[src/rtl/instr_sequencer.sv]
// Multi-cycle fetch/decode/execute controller.
// Owns the PC, fetches over req/ack, emits one-cycle EXEC strobes.
module instr_sequencer #(
    parameter int              PC_W     = 32,
    parameter logic [PC_W-1:0] RESET_PC = '0,
    parameter int              CNT_W    = 16
) (
    input  logic             clk,
    input  logic             rst_n,
    input  logic             run,
    output logic             mem_req,
    output logic [PC_W-1:0]  mem_addr,
    input  logic             mem_ack,
    input  logic [31:0]      mem_rdata,
    input  logic [4:0]       target,
    output logic             alu_sum,
    output logic             wb,
    output logic             mem_wb,
    output logic             imm_wb,
    output logic             eq_in,
    output logic             lt_in,
    output logic             reset_st,
    output logic             set_st,
    output logic [4:0]       dest,
    output logic [4:0]       source1,
    output logic [4:0]       source2,
    output logic [PC_W-1:0]  pc,
    output logic             halted,
    output logic [CNT_W-1:0] retired
);

    typedef enum logic [2:0] {
        IDLE   = 3'd0,
        FETCH  = 3'd1,
        DECODE = 3'd2,
        EXEC   = 3'd3,
        HALT   = 3'd4
    } state_t;

    state_t           r_state;
    state_t           w_state_nx;
    logic [PC_W-1:0]  r_pc;
    logic [PC_W-1:0]  w_pc_nx;
    logic [31:0]      r_ir;
    logic [31:0]      w_ir_nx;
    logic [CNT_W-1:0] r_retired;
    logic [CNT_W-1:0] w_ret_nx;
    logic             r_halted;
    logic             w_halt_nx;
    logic             r_mem_req;
    logic             w_req_nx;
    logic [7:0]       r_strb;
    logic [7:0]       w_strb_nx;
    logic [4:0]       r_dest;
    logic [4:0]       w_dest_nx;
    logic [4:0]       r_src2;
    logic [4:0]       w_src2_nx;
    logic             w_unused_ir;

    // ir[29:18] carries no control meaning
    assign w_unused_ir = ^r_ir[29:18];

    // Next-state and next-register computation; strobes default to 0
    always_comb begin
        w_state_nx = r_state;
        w_pc_nx    = r_pc;
        w_ir_nx    = r_ir;
        w_ret_nx   = r_retired;
        w_halt_nx  = r_halted;
        w_req_nx   = r_mem_req;
        w_strb_nx  = '0;
        w_dest_nx  = '0;
        w_src2_nx  = '0;
        unique case (r_state)
            IDLE: begin
                if (run) begin
                    w_state_nx = FETCH;
                    w_req_nx   = 1'b1;
                end
            end
            FETCH: begin
                if (mem_ack) begin
                    w_ir_nx    = mem_rdata;
                    w_req_nx   = 1'b0;
                    w_state_nx = DECODE;
                end
            end
            DECODE: begin
                w_strb_nx  = r_ir[7:0];
                w_dest_nx  = r_ir[12:8];
                w_src2_nx  = r_ir[17:13];
                w_state_nx = EXEC;
            end
            EXEC: begin
                w_ret_nx = r_retired + CNT_W'(1);
                if (r_ir[30]) begin
                    w_halt_nx  = 1'b1;
                    w_state_nx = HALT;
                end else begin
                    if (r_ir[31]) begin
                        w_pc_nx = r_pc + PC_W'(target);
                    end else begin
                        w_pc_nx = r_pc + PC_W'(1);
                    end
                    if (run) begin
                        w_state_nx = FETCH;
                        w_req_nx   = 1'b1;
                    end else begin
                        w_state_nx = IDLE;
                    end
                end
            end
            HALT: begin
                w_state_nx = HALT;
            end
            default: begin
                w_state_nx = IDLE;
                w_req_nx   = 1'b0;
            end
        endcase
    end

    // FSM state register
    always_ff @(posedge clk or negedge rst_n) begin
        if (!rst_n) begin
            r_state <= IDLE;
        end else begin
            r_state <= w_state_nx;
        end
    end

    // Datapath registers: pc, ir, counters, request and strobes
    always_ff @(posedge clk or negedge rst_n) begin
        if (!rst_n) begin
            r_pc      <= RESET_PC;
            r_ir      <= '0;
            r_retired <= '0;
            r_halted  <= 1'b0;
            r_mem_req <= 1'b0;
            r_strb    <= '0;
            r_dest    <= '0;
            r_src2    <= '0;
        end else begin
            r_pc      <= w_pc_nx;
            r_ir      <= w_ir_nx;
            r_retired <= w_ret_nx;
            r_halted  <= w_halt_nx;
            r_mem_req <= w_req_nx;
            r_strb    <= w_strb_nx;
            r_dest    <= w_dest_nx;
            r_src2    <= w_src2_nx;
        end
    end

    assign mem_req  = r_mem_req;
    assign mem_addr = r_pc;
    assign pc       = r_pc;
    assign halted   = r_halted;
    assign retired  = r_retired;
    assign alu_sum  = r_strb[0];
    assign wb       = r_strb[1];
    assign mem_wb   = r_strb[2];
    assign imm_wb   = r_strb[3];
    assign eq_in    = r_strb[4];
    assign lt_in    = r_strb[5];
    assign reset_st = r_strb[6];
    assign set_st   = r_strb[7];
    assign dest     = r_dest;
    assign source1  = r_dest;
    assign source2  = r_src2;

endmodule

[config.mk]
export PLATFORM = sky130hd
export DESIGN_NAME = instr_sequencer
export DESIGN_NICKNAME = d
export VERILOG_FILES = /design/src/rtl/instr_sequencer.sv
export SDC_FILE = /design/constraint.sdc
export NUM_CORES = 1
export LEC_CHECK = 0
export CAP_MARGIN = 20
export CORE_MARGIN = 1.5
export CORE_UTILIZATION = 27
export DETAILED_ROUTE_END_ITERATION = 10
export PLACE_DENSITY = 0.5
export SYNTH_ARGS = -nofsm -noshare
export SYNTH_HDL_FRONTEND = slang
export SYNTH_SLANG_ARGS = --single-unit
[constraint.sdc]
create_clock -name clk -period 3.6 [get_ports clk]
set_input_delay 1.08 -clock clk [delete_from_list [all_inputs] [get_ports clk]]
set_output_delay 1.08 -clock clk [all_outputs]
set_load 0.01 [all_outputs]
==> results.yml <==
setup_path:
  r2r_start: "mem_addr[11]"
  required_ns: 3.82
  reg2reg_slack_ns: 1.27
  worst_r2r_endpoint: "mem_addr[31]"
  path_class: "input pin to flip-flop"
  startpoint_type: "input pin"
  end_kind: "flip-flop"
  cp.arrival_ns: 3.18
  r2r_cells: 4
  path_max_fanout: 13
sta:
  finClkSkew_ns: 0.00746
  setup_violations: 0
  clock.fmax_ghz: 0.337
  rsz0062_at_grt: "false"
  slew_headroom: 0.576
  holdWs_ns: 0.474
  final_max_slew_viol_count: 0
  finalCritPeriodShare: 0.824
  worstMarginPinSlew_ns: 0.636
  tns_ns: 0
  fin_crit_ns: 2.97
  timing.final.hold_violations: 0
floorplanning:
  start_util: 0.278
  io_pins: 146
  num_rows: 45
  die_area_um2: 16500
  dieWidth_um: 129
  core-area_um2: 15300
  die_height_um: 129
placed_design:
  hpwlAfterDp_um: 7040
  place_congestion: 0.788
  port-buffer-count: 133
synthesis:
  synthTopCellsByArea: "dfrtp_1, buf_4, xor2_1"
  postSynthAreaPerCell_um2: 11.6
  synthFlopType: "dfrtp_1"
  synth.net_count: 414
  synth_top_area_frac: 0.535
  synth_seq_cells: 91
  syn_inst: 366
  synth_top_area_cell: "dfrtp_1"
  yosys_warnings: 0
  synth_area_um2: 4260
  synth-edff-count: 0
  yosysSeqAreaShare: 0.535
  yosysUniqueCellTypes: 45
  synthArstFlopShare: 1.00
routing:
  vias: 3051
  drt_iter0_drc: 166
  ant_nets: 0
  via_per_inst: 4.47
  drc_errors: 0
  wire_per_inst_um: 14.4
  routed_wl_um: 9860
  dr.pass1.iters: 4
clock_network:
  cts_buffer_depth: 2
  htree_levels: 3
  ctsHoldBuffers: 0
  clk_pin_slew_ns: 0.07
  cts_resized: 0
  clk_latency_ns: 0.34
  cts_root_buf: "clkbuf_16"
  post-cts-setup-buffers: 0
  numCtsBuffers: 9
  cts_tree: "yes"
  clock_sinks: 91
global_routing:
  antenna_found_initial: 0
  grt_use_total: 0.126
  grt_max_degree: 47
  grt_pass1_vias: 2964
  gr-total-overflow: 0
  grt_pass1_wl_um: 15900
run_status:
  outcome: "completed"
layout:
  drive_gt1_frac: 0.108
  areaGrowthSynthToFinish_pct: 37.9
  layout_common_cells: "clkdlybuf4s50_1, dfrtp_1, xor2_1"
  final_common_cell: "clkdlybuf4s50_1"
  antenna_cells: 0
  final_nets: 515
power_and_ir_drop:
  peakVddDrop_uv: 283
  power_density_nw_per_um2: 636
  p_leak_nw: 2.55
hold_path:
  worstHoldStart: "retired[15]"
  hold_depth: 1
  hold_end: "retired[15]"
  holdCritPathClass: "flip-flop to flip-flop"
run:
  cap_violations: 0
==> state kept, by name, indices dropped and copies added (netlist names) <==
signal    count
mem_addr     32
retired      16
halted        1
source2       5
r_state       3
dest          5
r_ir         20
mem_req       1
r_strb        8
==> cells by family (layout without fill, tap and decap cells) <==
group	Yosys count	count (layout)	share of synthesized area
adders and majority gates	7	7	0.0223
xor gates and xnor gates	45	45	0.0925
muxes	21	21	0.0555
AOI/OAI and AO/OA	35	35	0.0596
DFF	91	91	0.535
buffers and inverters	55	161	0.0819
and+or+nand+nor	112	112	0.154
==> cells in the mapped netlist (6+ instances only) <==
master,instances
a211oi_1,7
nand3_1,11
a21oi_1,9
buf_4,37
nand2_1,23
clkbuf_1,10
mux2_2,21
nand4_1,11
and2_1,22
nor2_1,8
dfrtp_1,91
xnor2_1,15
xor2_1,30
ha_1,6
==> area by class of cell <==
class,count,area [um2]
Fill cell,1530,9440
Multi-Input combinational cell,220,1640
Clock inverter,4,32.5
Timing Repair Buffer,140,1380
Inverter,5,18.8
Tap cell,211,264
Sequential cell,91,2280
Clock buffer,12,267
==> worst max path at each step <==
stage	from	endpoint	slack, ns	depth (start not counted)
floorplan	target[0]	mem_addr[24]	0.53	8
global placement	target[0]	mem_addr[24]	0.27	9
detailed placement	target[0]	mem_addr[24]	0.25	9
CTS	target[0]	mem_addr[24]	0.62	9
global route	target[1]	mem_addr[7]	0.48	8
finish	target[0]	mem_addr[24]	0.63	9
==> stage by stage <==
step	area, um2	power [W]	cells	worst slack, ns	util
after floorplan	4260	0.00228	366	0.530	-
after global placement	5570	0.00282	666	0.271	0.364
after detailed placement	5570	0.00284	666	0.250	0.364
after CTS	5870	0.00380	682	0.617	0.383
after global routing	5880	0.00399	683	0.477	0.384
final	5880	0.00374	683	0.633	0.384
==> where the power goes <==
group | internal [W] | switching [W] | total (W)
Sequential | 0.00129 | 0.000229 | 0.00152
Clock | 0.000528 | 0.000401 | 0.000930
Combinational | 0.000728 | 0.000561 | 0.00129
==> critical path, stage by stage <==
cell             delay (ns)
clkdlybuf4s50_1        0.40
nand2b_1               0.14
ha_1                   0.20
fa_1                   0.44
a211o_1                0.31
a21oi_1                0.12
buf_4                  0.22
nor4_1                 0.09
xor2_1                 0.17
==> layer usage <==
metal | wire (um) | global-route usage
met3 | 775 | 0.0528
met1 | 4350 | 0.161
met5 | 0 | 0
met4 | 122 | 0.0430
met2 | 4610 | 0.193
Note: power is estimated with default switching activity, not from simulation.
